<file path="config.mk">
export PLATFORM = sky130hd
export DESIGN_NAME = cdc_hs_rx
export DESIGN_NICKNAME = d
export VERILOG_FILES = /design/src/rtl/cdc_pkg.sv /design/src/rtl/cdc_hs_rx_sync.sv /design/src/rtl/cdc_hs_rx.sv
export SDC_FILE = /design/constraint.sdc
export NUM_CORES = 1
export LEC_CHECK = 0
export BUFFER_PORTS_ARGS = -buffer_cell sky130_fd_sc_hd__buf_2
export CAP_MARGIN = 20
export CORE_ASPECT_RATIO = 1.4
export CORE_UTILIZATION = 53
export DETAILED_ROUTE_END_ITERATION = 7
export MAX_ROUTING_LAYER = met4
export PLACE_DENSITY = 0.78
export SETUP_SLACK_MARGIN = 0.15
export SLEW_MARGIN = 20
export SYNTH_ARGS = -nofsm -noshare
export SYNTH_HDL_FRONTEND = slang
export SYNTH_SLANG_ARGS = --single-unit
</file>
<file path="constraint.sdc">
create_clock -name syn_clk -period 2.12 [get_ports syn_clk]
set_input_delay 0.636 -clock syn_clk [delete_from_list [all_inputs] [get_ports syn_clk]]
set_output_delay 0.636 -clock syn_clk [all_outputs]
set_load 0.01 [all_outputs]
</file>
<file path="src/rtl/cdc_pkg.sv">
// Shared definitions for the req/ack bundled-data crossing receiver.
// Provides the FSM state encodings and the default acknowledge timeout.
package cdc_pkg;

  localparam logic [1:0] S_IDLE  = 2'd0;
  localparam logic [1:0] S_VALID = 2'd1;
  localparam logic [1:0] S_ACK   = 2'd2;

  localparam int unsigned TO_CYCLES_DEF = 1024;

  // Encoding 2'b11 is never entered; it is decoded as IDLE with ack low.
  typedef enum logic [1:0] {
    ST_IDLE  = S_IDLE,
    ST_VALID = S_VALID,
    ST_ACK   = S_ACK,
    ST_BAD   = 2'd3
  } state_e;

endpackage

</file>
<file path="src/rtl/cdc_hs_rx_sync.sv">
// Two-flop synchroniser for K independent single-bit asynchronous signals.
// Ports: clk_i (sampling clock), rst_i (async active-high reset),
//        d_i (asynchronous inputs), q_o (synchronised outputs).
module cdc_hs_rx_sync #(
  parameter int unsigned K = 1
) (
  input  logic         clk_i,
  input  logic         rst_i,
  input  logic [K-1:0] d_i,
  output logic [K-1:0] q_o
);

  logic [K-1:0] meta_q;
  logic [K-1:0] sync_q;

  always_ff @(posedge clk_i or posedge rst_i) begin
    if (rst_i) begin
      meta_q <= '0;
      sync_q <= '0;
    end else begin
      meta_q <= d_i;
      sync_q <= meta_q;
    end
  end

  assign q_o = sync_q;

endmodule

</file>
<file path="src/rtl/cdc_hs_rx.sv">
// Destination-side controller of a 4-phase req/ack bundled-data crossing.
// Synchronises req, captures the bundle once, offers it on valid/ready and
// sequences ack back to the source. Flags a source that never drops req.
// Ports: syn_clk/rst_n (clock, async active-low reset); req_async/data_async
//        (source request and bundle); ack (to source, straight from a flop);
//        out_data/out_valid/out_ready (consumer handshake); busy (not IDLE);
//        xfer_cnt (completed transfers, wrapping); err_timeout/err_clr
//        (sticky stuck-request flag and its synchronous clear).
module cdc_hs_rx
  import cdc_pkg::*;
#(
  parameter int unsigned K         = 8,
  parameter int unsigned TO_CYCLES = TO_CYCLES_DEF,
  parameter int unsigned CNT_W     = 16
) (
  input  logic             syn_clk,
  input  logic             rst_n,
  input  logic             req_async,
  input  logic [K-1:0]     data_async,
  output logic             ack,
  output logic [K-1:0]     out_data,
  output logic             out_valid,
  input  logic             out_ready,
  output logic             busy,
  output logic [CNT_W-1:0] xfer_cnt,
  output logic             err_timeout,
  input  logic             err_clr
);

  localparam int unsigned TO_W = $clog2(TO_CYCLES + 1);

  state_e            state_q, state_d;
  logic              ack_q, ack_d;
  logic [K-1:0]      data_q, data_d;
  logic              valid_q, valid_d;
  logic [CNT_W-1:0]  cnt_q, cnt_d;
  logic [TO_W-1:0]   to_cnt_q, to_cnt_d;
  logic              err_q, err_d;
  logic              to_fire;
  logic              req_s;

  // Request synchroniser; its reset is active-high.
  cdc_hs_rx_sync #(
    .K (1)
  ) u_req_sync (
    .clk_i (syn_clk),
    .rst_i (~rst_n),
    .d_i   (req_async),
    .q_o   (req_s)
  );

  // State and datapath registers.
  always_ff @(posedge syn_clk or negedge rst_n) begin
    if (!rst_n) begin
      state_q  <= ST_IDLE;
      ack_q    <= 1'b0;
      data_q   <= '0;
      valid_q  <= 1'b0;
      cnt_q    <= '0;
      to_cnt_q <= '0;
      err_q    <= 1'b0;
    end else begin
      state_q  <= state_d;
      ack_q    <= ack_d;
      data_q   <= data_d;
      valid_q  <= valid_d;
      cnt_q    <= cnt_d;
      to_cnt_q <= to_cnt_d;
      err_q    <= err_d;
    end
  end

  // Next-state and datapath logic.
  always_comb begin
    state_d  = state_q;
    ack_d    = ack_q;
    data_d   = data_q;
    valid_d  = valid_q;
    cnt_d    = cnt_q;
    to_cnt_d = '0;          // held at zero outside ACK, cleared on entry
    to_fire  = 1'b0;

    case (state_q)
      ST_IDLE: begin
        ack_d = 1'b0;
        if (req_s) begin
          data_d  = data_async;   // the only place the bundle is sampled
          valid_d = 1'b1;
          state_d = ST_VALID;
        end
      end
      ST_VALID: begin
        if (valid_q && out_ready) begin
          valid_d = 1'b0;
          ack_d   = 1'b1;
          state_d = ST_ACK;
        end
      end
      ST_ACK: begin
        ack_d = 1'b1;
        if (!req_s) begin
          ack_d   = 1'b0;
          cnt_d   = CNT_W'(cnt_q + 1'b1);
          state_d = ST_IDLE;
        end else if (to_cnt_q < TO_W'(TO_CYCLES)) begin
          to_cnt_d = TO_W'(to_cnt_q + 1'b1);
          to_fire  = (to_cnt_q == TO_W'(TO_CYCLES - 1));
        end else begin
          to_cnt_d = to_cnt_q;    // saturated; no forced recovery
        end
      end
      default: begin
        ack_d   = 1'b0;
        valid_d = 1'b0;
        state_d = ST_IDLE;
      end
    endcase

    // Sticky flag: a timeout firing this cycle beats a clear.
    if (to_fire) begin
      err_d = 1'b1;
    end else if (err_clr) begin
      err_d = 1'b0;
    end else begin
      err_d = err_q;
    end
  end

  assign ack         = ack_q;
  assign out_data    = data_q;
  assign out_valid   = valid_q;
  assign xfer_cnt    = cnt_q;
  assign err_timeout = err_q;
  assign busy        = (state_q == ST_VALID) || (state_q == ST_ACK);

endmodule
</file>
==> metrics.md, run 1 <==
| Metric | Value |
|---|---|
| Largest net degree at the start of global routing | `43` |
| Die Height | `73.0 µm` |
| Power Dens Cells | `1040 nW/µm²` |
| Fillers | `253` |
| Post-route DRC | `0` |
| Worst Tran Pin Value | `0.327 ns` |
| Met1 Use GR | `21.9%` |
| Number of flops mapped to enable cells by yosys | `0` |
| Die Area | `3840 µm²` |
| Pins Over Slew Limit | `0` |
| Most frequent cells in the layout | `dfrtp_1 (42), buf_2 (40), nand2_1 (16), nor2_1 (13), xnor2_1 (13)` |
| Crit path launch type | `flip-flop` |
| Count of unique library cells instantiated by Yosys | `31` |
| CTS buffer count | `5` |
| Ys Warns | `0` |
| Pre-antenna DRT Iters | `3` |
| Critical path type | `reg2out` |
| Starting DRT DRC Count | `21` |
| Vias/cell | `5.36` |
| Clk pin slew, worst setup/hold paths | `0.07 ns` |
| H-Tree Depth | `2` |
| Buffers on Ports | `40` |
| Grt total ovfl | `0` |
| Status | `complete, no violations` |
| Ys flop type | `dfrtp_1` |
| WL final | `3.22 mm` |
| # rows | `25` |
| Synth Area per Inst | `11.9 µm²` |
| Hold Vio Cnt, Final | `0` |
| Setup TNS | `0 ns` |
| Core Footprint | `3410 µm²` |
| Mapped Nets | `180` |
| Number of global-route vias before repair | `1,340` |
| Skew-Pair Late Insertion Delay | `0.29 ns` |
| Clock skew | `0.00469 ns` |
| GPL Wtd Cong | `0.761` |
| Via count | `1,330` |
| RSZ-0062 raised after global routing | `false` |
| Most common cell after layout, fill and taps aside | `dfrtp_1` |
| Setup bufs post-CTS | `0` |
| CTS Buffer Depth | `2` |
| Post-CTS resize count | `0` |
| Antenna cells | `0` |
| GRT Resource Usage Total | `21.1%` |
| #FFs+latches synth | `42` |
| DRT antenna net count | `0` |
| Max-cap violation count | `0` |
| First-pass GRT wire length | `5.64 mm` |
| Critical Path End Type | `output port` |
| Nets | `227` |
| DP HPWL | `2.46 mm` |
| CTS Sinks | `42` |
| Hold Crit Class | `in2async` |
| Initial antenna violation count | `0` |
| Worst EP required | `1.48 ns` |
| Busiest grt layer | `met2` |
| Met2 Use GR | `36.1%` |
| P&R area growth vs syn | `19.7%` |
| Met3 Use GR | `4.17%` |
| Clk Tree Root Cell | `clkbuf_8` |
| Async SR Flop Fraction | `100%` |
| Die span in x | `52.7 µm` |
| Hold buffer count at CTS | `0` |
| Sequential fraction of the synthesis area | `55.2%` |
| Peak supply drop | `0.971 mV` |
| Synthesized instance count | `160` |
| Final period util | `89.2%` |
| Max Clk Rate | `529 MHz` |
| WP data arrival | `1.26 ns` |
| CTS tree | `done` |
| Initial Util | `55.9%` |
| Setup violators final | `0` |
| Max-Slew Margin vs Limit | `78.0%` |
| # IOs | `41` |
| Leakage | `1.13 nW` |
| Worst-path fanout max | `4` |
| Tot Pwr | `2.37 mW` |
| Post-detailed-route wirelength per cell | `13.0 µm` |
| Layout cell share with drive strength beyond 1 | `31.7%` |
| Tmin final | `1.89 ns` |
| Mapped Area | `1910 µm²` |
==> final timing paths <==
path	from	end	slack, ns	cells past startpoint
max reg2reg	state_q[0]$_DFFE_PN0P_	xfer_cnt[15]$_DFFE_PN0P_	0.36	6
min	rst_n	xfer_cnt[6]$_DFFE_PN0P_	0.30	2
max in group asynchronous	rst_n	ack$_DFFE_PN0P_	1.62	2
max	state_q[0]$_DFFE_PN0P_	busy	0.23	3
min reg2reg	u_req_sync.meta_q$_DFF_PN0_	u_req_sync.q_o$_DFF_PN0_	0.36	0
min in group syn_clk	u_req_sync.meta_q$_DFF_PN0_	u_req_sync.q_o$_DFF_PN0_	0.36	0
==> cells by family after synthesis <==
| kind of cell | synth area share, % |
|---|---|
| buf+inv | 1.64 |
| compound gates | 3.22 |
| mux | 7.62 |
| simple gates | 17.2 |
| fa+ha+maj | 4.60 |
| xor+xnor | 10.6 |
| flops | 55.2 |
==> critical path, cell delays in order, from the launching register on <==
cell and delay (ns):
dfrtp_1 0.39, inv_1 0.09, ha_1 0.33, buf_2 0.15
==> registers in the layout, summed over array words and instances, names as in the netlist <==
| register | flops |
|---|---|
| xfer_cnt | 16 |
| to_cnt_q | 11 |
| state_q | 2 |
| u_req_sync.meta_q | 1 |
| err_timeout | 1 |
| out_valid | 1 |
| u_req_sync.q_o | 1 |
| ack | 1 |
| out_data | 8 |
==> routing by layer <==
layer	up-vias	wire, µm
met5	-	0
met2	37	1730
met3	7	126
met1	651	1290
li1	635	-
met4	0	78
==> cell type report <==
type,instances,area [µm²],share of cell area [%]
clock buffer,7,76.3,3.35
clock inverter,1,30.0,1.32
inverter,6,22.5,0.987
multi-input combinational,110,823,36.1
sequential,42,1050,46.1
tap,40,50.0,2.19
timing repair buffer,42,228,9.98
==> where the power goes <==
part / internal, mW / leakage, nW / switching, mW
combinational: 0.339 / 0.521 / 0.357
clock: 0.352 / 0.0524 / 0.251
sequential: 0.958 / 0.553 / 0.115
total: 1.65 / 1.13 / 0.723
==> cell usage after synthesis, types with 3 or more instances <==
cell type | count | area, µm²
nand3_1 | 4 | 20.0
xnor2_1 | 13 | 114
dfrtp_1 | 42 | 1050
ha_1 | 7 | 87.6
o21ai_0 | 5 | 25.0
nand4_1 | 5 | 31.3
mux2_2 | 12 | 135
nand2_1 | 16 | 60.1
xor2_1 | 10 | 87.6
nor2_1 | 13 | 48.8
nor3_1 | 3 | 15.0
inv_1 | 6 | 22.5
a21oi_1 | 4 | 20.0
==> metrics by stage <==
stage / worst slack, ns / instance area (µm²) / hold slack [ns] / utilization (%) / instances
2_1_floorplan: 0.514 / 1910 / 0.331 / - / 160
3_3_place_gp: 0.428 / 2170 / 0.335 / 63.8 / 240
3_5_place_dp: 0.347 / 2170 / 0.342 / 63.8 / 240
4_1_cts: 0.208 / 2280 / 0.303 / 66.9 / 248
5_1_grt: 0.155 / 2280 / 0.307 / 66.9 / 248
6_report: 0.228 / 2280 / 0.301 / 66.9 / 248
Note: power is estimated with default switching activity, not from simulation.
==> inputs of run 2 (changes only) <==
--- a/config.mk
+++ b/config.mk
@@ -5,13 +5,14 @@
 export SDC_FILE = /design/constraint.sdc
 export NUM_CORES = 1
 export LEC_CHECK = 0
+export ABC_AREA = 1
 export BUFFER_PORTS_ARGS = -buffer_cell sky130_fd_sc_hd__buf_2
 export CAP_MARGIN = 20
 export CORE_ASPECT_RATIO = 1.4
-export CORE_UTILIZATION = 53
+export CORE_UTILIZATION = 54
 export DETAILED_ROUTE_END_ITERATION = 7
 export MAX_ROUTING_LAYER = met4
-export PLACE_DENSITY = 0.78
+export PLACE_DENSITY = 0.79
 export SETUP_SLACK_MARGIN = 0.15
 export SLEW_MARGIN = 20
 export SYNTH_ARGS = -nofsm -noshare
==> run 2 against run 1 <==
Effect of this change:
- total power grew 2.9%
- cell count grew 21%
- maximum frequency rose by 1.4%
- area after synthesis increased by 5.7%
- synthesized cell count up 31%
- utilization grew 2.0 points
- sequential share of layout area down 2.2 points
- die area rose by 3.6%
- via count is 17% higher
- count of clock-buffer cells in the layout shrank 2
- clock power rose by 7.3%
- critical endpoint unchanged
==> metrics.md, run 2 <==
| Metric | Value |
|---|---|
| DRT antenna net count | `0 (unchanged)` |
| FF-to-FF setup slack | `0.56 ns (+0.20 ns)` |
| Top delay family on crit path | `flip-flops` |
| Max Clk Rate | `536 MHz (+1.4%)` |
| Crit path launch type | `flip-flop` |
| CTS Buffer Depth | `2 (unchanged)` |
| CTS buffer count | `5 (unchanged)` |
| Layout cell share with drive strength beyond 1 | `28.1% (-3.7 points)` |
| Sequential fraction of the synthesis area | `52.2% (-3.0 points)` |
| Clk pwr share | `26.5% (+1.1 points)` |
| Sw frac | `33.0% (+2.5 points)` |
| Hold Vio Cnt, Final | `0 (unchanged)` |
| Post-detailed-route wirelength per cell | `12.1 µm (-6.9%)` |
| Critical path type | `reg2out` |
| Ranking of synthesized cells by area | `dfrtp_1 (52%), nand2_1 (7.8%), inv_1 (4.5%)` |
| Tmin final | `1.87 ns (-0.0265 ns)` |
| Hold Crit Class | `in2async` |
| Nets | `279 (+23%)` |
| Power Dens Cells | `1020 nW/µm² (-1.9%)` |
| Post-route insts no fill | `300 (+21%)` |
| Vias/cell | `5.18 (-3.3%)` |
| RSZ-0062 raised after global routing | `false` |
| # rows | `25 (unchanged)` |
| Die Height | `74.3 µm (+1.8%)` |
| Pins Over Slew Limit | `0 (unchanged)` |
| Clock skew | `0.00366 ns (-0.00103 ns)` |
| Combinational power share | `29.7% (+0.3 points)` |
| Synth Area per Inst | `9.59 µm² (-19%)` |
| Setup ws final | `0.255 ns (+0.0265 ns)` |
| Worst Tran Pin Value | `0.380 ns (+0.0524 ns)` |
| WL final | `3.63 mm (+13%)` |
| Slowest cell delay on critical path | `0.39 ns (about the same)` |
| Post-synth top cells | `dfrtp_1 (42), nand2_1 (42), inv_1 (24), nor2_1 (18), nand3_1 (12)` |
| Grt total ovfl | `0 (unchanged)` |
| NetSw | `0.806 mW (+11%)` |
| Mapped Area | `2010 µm² (+5.7%)` |
| Most frequent cells in the layout | `nand2_1 (42), dfrtp_1 (42), buf_2 (40), inv_1 (24), nor2_1 (18)` |
| Async SR Flop Fraction | `100% (unchanged)` |
| Synthesized instance count | `210 (+31%)` |
| Leakage | `1.24 nW (+9.7%)` |
| Mapped Nets | `230 (+28%)` |
| Peak supply drop | `1.04 mV (+6.7%)` |
| Via count | `1,555 (+17%)` |
| H-Tree Depth | `2 (unchanged)` |
| Worst-path fanout max | `5 (+1)` |
| Max reg flops | `16 (unchanged)` |
| GPL Wtd Cong | `0.791 (+3.9%)` |
| Core Footprint | `3470 µm² (+1.8%)` |
| Initial antenna violation count | `0 (unchanged)` |
| Antenna cells | `0 (unchanged)` |
| # IOs | `41 (unchanged)` |
| Clk Tree Root Cell | `clkbuf_8` |
| Worst EP required | `1.48 ns (about the same)` |
| Bufs and invs on worst path | `2 (unchanged)` |
| Number of flops mapped to enable cells by yosys | `0 (unchanged)` |
| CTS tree | `done` |
| Setup TNS | `0 ns (unchanged)` |
| Final period util | `88.0% (-1.3 points)` |
| Number of global-route vias before repair | `1,523 (+14%)` |
| WP data arrival | `1.23 ns (-0.03 ns)` |
| Critical path cell sequence | `inv_1, ha_1, buf_2` |
| P&R area growth vs syn | `18.8%` |
| Int Pwr | `1.63 mW (-0.87%)` |
| Die Area | `3980 µm² (+3.6%)` |
| Starting DRT DRC Count | `55 (+160%)` |
| Post-CTS resize count | `0 (unchanged)` |
| Post-route DRC | `0 (unchanged)` |
| Ys Warns | `0 (unchanged)` |
| Initial Util | `58.0% (+2.1 points)` |
| Count of unique library cells instantiated by Yosys | `28 (-9.7%)` |
| Placed insts | `292 (+22%)` |
| First-pass GRT wire length | `6.18 mm (+9.5%)` |
| Die span in x | `53.6 µm (+1.8%)` |
| Fillers | `281 (+11%)` |
| Status | `complete, no violations` |
| Max-cap violation count | `0 (unchanged)` |
| Pre-antenna DRT Iters | `4 (+1)` |
| Slowest CP cell | `dfrtp_1` |
| Buffers on Ports | `40 (unchanged)` |
| Largest net degree at the start of global routing | `17 (-60%)` |
| Yosys top cell by area | `dfrtp_1` |
| Share of the synthesized area in the top cell type | `52.2% (-3.0 points)` |
| CTS Sinks | `42 (unchanged)` |
| Critical Path End Type | `output port` |
| Max-Slew Margin vs Limit | `74.7% (-3.3 points)` |
| Finished Core Util | `68.9% (+2.0 points)` |
| Reg power frac | `43.8% (-1.4 points)` |
| GRT Resource Usage Total | `22.7% (+1.6 points)` |
| Setup bufs post-CTS | `0 (unchanged)` |
| #FFs+latches synth | `42 (unchanged)` |
| Hold buffer count at CTS | `0 (unchanged)` |
| Clk pin slew, worst setup/hold paths | `0.09 ns (+0.02 ns)` |
| DP HPWL | `2.76 mm (+12%)` |
| Dpl ws | `0.539 ns (+0.193 ns)` |
| Ys flop type | `dfrtp_1` |
| Setup violators final | `0 (unchanged)` |
| Skew-Pair Late Insertion Delay | `0.30 ns (about the same)` |
-- run 2: cell type report --
class	instances	area, µm²	area share [%]
tap	40	50.0	2.09
clock buffer	5	68.8	2.88
sequential	42	1050	43.9
multi-input combinational	141	862	36.0
timing repair buffer	42	215	8.99
clock inverter	3	45.0	1.88
inverter	27	101	4.23
-- run 2: power groups by stage --
stage | sequential (mW) | combinational, mW | clock [mW]
after floorplan | 1.14 | 0.423 | 0
after global placement | 1.08 | 0.723 | 0
after detailed placement | 1.08 | 0.739 | 0
after CTS | 1.07 | 0.740 | 0.658
after global routing | 1.09 | 0.811 | 0.690
final | 1.07 | 0.725 | 0.647
-- run 2: kinds of logic after synthesis --
kind of cell,after synthesis,synth area share (%)
xor+xnor,12,5.22
mux,9,5.03
simple gates,98,24.3
fa+ha+maj,7,4.35
buf+inv,27,5.03
compound gates,15,3.91
flops,42,52.2
-- run 2: path summary, 6_finish.rpt --
path / depth (start not counted) / start / endpoint
min in group syn_clk: 0 / u_req_sync.meta_q$_DFF_PN0_ / u_req_sync.q_o$_DFF_PN0_
min: 1 / rst_n / xfer_cnt[14]$_DFFE_PN0P_
max reg2reg: 8 / state_q[0]$_DFFE_PN0P_ / xfer_cnt[14]$_DFFE_PN0P_
max: 3 / state_q[1]$_DFFE_PN0P_ / busy
max in group asynchronous: 2 / rst_n / xfer_cnt[7]$_DFFE_PN0P_
min reg2reg: 0 / u_req_sync.meta_q$_DFF_PN0_ / u_req_sync.q_o$_DFF_PN0_
-- run 2: worst register-to-register path: stages, from the launching register on --
cell and delay [ns]:
dfrtp_1 0.40, inv_1 0.12, ha_1 0.26, nand2_4 0.11, nor2_8 0.11, nand2_2 0.08
nor2_4 0.15, nand2_1 0.08, xor2_1 0.14
-- run 2: per-layer routing --
layer	vias to the layer above	track usage, %	part of all wire, %
li1	764	-	-
met5	-	-	0
met4	0	10.5	0.94
met1	751	25.4	44
met2	38	36.9	52
met3	2	6.13	3.9
-- run 2: per-stage QoR --
step	hold slack [ns]	total power [mW]	cell area, µm²
2_1_floorplan	0.331	1.56	2010
3_3_place_gp	0.333	1.80	2280
3_5_place_dp	0.345	1.82	2280
4_1_cts	0.249	2.47	2390
5_1_grt	0.264	2.59	2390
6_report	0.243	2.44	2390
==> inputs of run 3 (changes only) <==
--- a/config.mk
+++ b/config.mk
@@ -9,12 +9,13 @@
 export BUFFER_PORTS_ARGS = -buffer_cell sky130_fd_sc_hd__buf_2
 export CAP_MARGIN = 20
 export CORE_ASPECT_RATIO = 1.4
-export CORE_UTILIZATION = 54
+export CORE_UTILIZATION = 25
 export DETAILED_ROUTE_END_ITERATION = 7
 export MAX_ROUTING_LAYER = met4
-export PLACE_DENSITY = 0.79
+export PLACE_DENSITY = 0.43
 export SETUP_SLACK_MARGIN = 0.15
 export SLEW_MARGIN = 20
 export SYNTH_ARGS = -nofsm -noshare
 export SYNTH_HDL_FRONTEND = slang
+export SYNTH_HIERARCHICAL = 1
 export SYNTH_SLANG_ARGS = --single-unit
==> run 3 against run 2 <==
Effect of this change:
- total power decreased by 3.6%
- clock power decreased by 5.1%
- first-iteration DRC count increased by 65%
- via count decreased by 3.7%
- die area increased by 110%
- non-clock buffer count decreased by 1
- register-to-register slack about the same
- utilization decreased by 37 points
- largest cell class unchanged
- sequential cell count unchanged
- critical path depth unchanged
- area after synthesis decreased by 2.2%
- routed wire length increased by 13%
==> metrics.md, run 3 <==
| Metric | Value |
|---|---|
| P&R area growth vs syn | `22.7%` |
| Pins Over Slew Limit | `0 (unchanged)` |
| Critical path type | `reg2out` |
| RSZ-0062 raised after global routing | `false` |
| Post-CTS resize count | `0 (unchanged)` |
| Clk pin slew, worst setup/hold paths | `0.08 ns (about the same)` |
| Peak supply drop | `0.398 mV (-62%)` |
| GPL Wtd Cong | `0.695 (-12%)` |
| Largest net degree at the start of global routing | `23 (+6)` |
| Status | `complete, no violations` |
| Die span in x | `77.0 µm (+44%)` |
| Setup bufs post-CTS | `0 (unchanged)` |
| Placed insts | `347 (+19%)` |
| Hold buffer count at CTS | `0 (unchanged)` |
| Ys flop type | `dfrtp_1` |
| Die Height | `107 µm (+44%)` |
| Hold Vio Cnt, Final | `0 (unchanged)` |
| Post-Synth Simple-Gate Area | `23.7% (-0.60 points)` |
| Nets | `276 (-1.1%)` |
| Post-synth top cells | `nand2_1 (44), dfrtp_1 (42), inv_1 (23), nor2_1 (18), nand3_1 (10)` |
| Worst-path fanout max | `3 (-2)` |
| #FFs+latches synth | `42 (unchanged)` |
| Crit path launch type | `flip-flop` |
| Ranking of synthesized cells by area | `dfrtp_1 (53%), nand2_1 (8.4%), mux2_2 (4.6%)` |
| Synth Area in XOR/XNOR | `5.33% (+0.12 points)` |
| Die Area | `8250 µm² (+110%)` |
| Buffers on Ports | `40 (unchanged)` |
| H-Tree Depth | `2 (unchanged)` |
| Antenna cells | `0 (unchanged)` |
| WL final | `4.11 mm (+13%)` |
| Mapped Area | `1970 µm² (-2.2%)` |
| Vias/cell | `4.22 (-19%)` |
| Tot Pwr | `2.35 mW (-3.6%)` |
| Setup violators final | `0 (unchanged)` |
| Hold Crit Class | `in2async` |
| Max reg flops | `16 (unchanged)` |
| Multiplexer share of the synthesized area | `4.57% (-0.46 points)` |
| DRT antenna net count | `0 (unchanged)` |
| Tmin final | `1.85 ns (-0.0195 ns)` |
| Max Clk Rate | `542 MHz (+1.1%)` |
| CTS tree | `done` |
| DP HPWL | `3.13 mm (+13%)` |
| Mapped Nets | `228 (-0.87%)` |
| Clock skew | `0.00576 ns (+0.00210 ns)` |
| Initial antenna violation count | `0 (unchanged)` |
| Clk Tree Root Cell | `clkbuf_8` |
| Setup TNS | `0 ns (unchanged)` |
| CTS buffer count | `5 (unchanged)` |
| Sequential fraction of the synthesis area | `53.3% (+1.2 points)` |
| Yosys top cell by area | `dfrtp_1` |
| Largest family of logic cells by synthesized area | `simple AND/OR/NAND/NOR gates` |
| Layout cell share with drive strength beyond 1 | `27.9% (-0.17 points)` |
| Core Footprint | `7500 µm² (+120%)` |
| Via count | `1,498 (-3.7%)` |
| Starting DRT DRC Count | `91 (+65%)` |
| Count of unique library cells instantiated by Yosys | `25 (-11%)` |
| Count leader, synth | `nand2_1` |
| # rows | `37 (+48%)` |
| Worst Tran Pin Value | `0.514 ns (+0.135 ns)` |
| Pre-antenna DRT Iters | `4 (unchanged)` |
| Grt total ovfl | `0 (unchanged)` |
| Most frequent cells in the layout | `nand2_1 (44), dfrtp_1 (42), buf_2 (40), inv_1 (23), nor2_1 (18)` |
| Fillers | `831 (+200%)` |
| First-pass GRT wire length | `7.20 mm (+17%)` |
| CTS Buffer Depth | `2 (unchanged)` |
| Final period util | `87.1% (-0.92 points)` |
| Number of global-route vias before repair | `1,572 (+3.2%)` |
| Ys Warns | `6 (+6)` |
| Post-route DRC | `0 (unchanged)` |
| Dpl ws | `0.550 ns (+0.0105 ns)` |
| Async SR Flop Fraction | `100% (unchanged)` |
| Synth Area in Compound Gates | `4.32% (+0.40 points)` |
| Synthesized instance count | `209 (-0.48%)` |
| Max-cap violation count | `0 (unchanged)` |
| Post-detailed-route wirelength per cell | `11.6 µm (-4.3%)` |
| Synth Area in Adders | `3.81% (-0.54 points)` |
| Initial Util | `26.3% (-32 points)` |
| Leakage | `1.18 nW (-4.8%)` |
| Synth Area per Inst | `9.43 µm² (-1.7%)` |
| Critical Path End Type | `output port` |
| WP data arrival | `1.21 ns (-0.02 ns)` |
| Skew-Pair Late Insertion Delay | `0.28 ns (-0.02 ns)` |
| Post-route insts no fill | `355 (+18%)` |
| GRT Resource Usage Total | `11.5% (-11 points)` |
| Number of flops mapped to enable cells by yosys | `0 (unchanged)` |
| CTS Sinks | `42 (unchanged)` |
| Worst EP required | `1.48 ns (about the same)` |
| # IOs | `41 (unchanged)` |
| Most common cell after layout, fill and taps aside | `nand2_1` |
| Share of the synthesized area in the top cell type | `53.3% (+1.2 points)` |
| Setup ws final | `0.274 ns (+0.0195 ns)` |
| Max-Slew Margin vs Limit | `65.7% (-9.0 points)` |
| Power Dens Cells | `973 nW/µm² (-4.6%)` |
run 3: path summary, 6_finish.rpt:
check	from	endpoint	slack (ns)	depth (start not counted)
setup / recovery	state_q[0]$_DFFE_PN0P_	busy	0.27	3
setup reg to reg	state_q[0]$_DFFE_PN0P_	xfer_cnt[14]$_DFFE_PN0P_	0.56	9
min in group syn_clk	u_req_sync/meta_q$_DFF_PP0_	u_req_sync/q_o$_DFF_PP0_	0.36	0
hold reg to reg	u_req_sync/meta_q$_DFF_PP0_	u_req_sync/q_o$_DFF_PP0_	0.36	0
hold / removal	rst_n	xfer_cnt[11]$_DFFE_PN0P_	0.31	1
max in group asynchronous	rst_n	xfer_cnt[10]$_DFFE_PN0P_	1.31	2
run 3: final cells by class:
cell class	instances	area (µm²)	share of cell area [%]
sequential	42	1050	43.5
clock inverter	1	30.0	1.24
inverter	26	97.6	4.04
timing repair buffer	41	220	9.11
tap	97	121	5.02
clock buffer	7	76.3	3.16
multi-input combinational	141	822	34.0
run 3: cell families after synthesis:
group | count (synthesis)
AOI/OAI and AO/OA | 16
muxes | 8
adders and majority gates | 6
and+or+nand+nor | 99
DFF | 42
buffers and inverters | 26
xor gates and xnor gates | 12
run 3: report_power, final:
part / total, mW / internal (mW) / switching [mW] / leakage, nW
Combinational: 0.669 / 0.295 / 0.374 / 0.571
Clock: 0.614 / 0.353 / 0.261 / 0.0524
Sequential: 1.07 / 0.960 / 0.112 / 0.552
Total: 2.35 / 1.61 / 0.747 / 1.18
run 3: through the flow:
stage | hold slack [ns] | util [%] | area [µm²]
floorplan | 0.331 | - | 1970
global route | 0.346 | 32.2 | 2420
finish | 0.311 | 32.2 | 2420
detailed placement | 0.352 | 30.8 | 2310
CTS | 0.318 | 32.2 | 2420
global placement | 0.335 | 30.8 | 2310
run 3: critical path: stages, from the launching register on:
cell and delay, ns:
dfrtp_1 0.38, inv_1 0.08, ha_1 0.31, buf_2 0.15
run 3: metal layers:
| metal | global-route usage, % | part of all wire, % | up-vias |
|---|---|---|---|
| met2 | 19.3 | 50 | 21 |
| met5 | - | 0 | - |
| met4 | 4.45 | 1.2 | 0 |
| li1 | - | - | 762 |
| met1 | 13.4 | 45 | 710 |
| met3 | 2.30 | 3.1 | 5 |
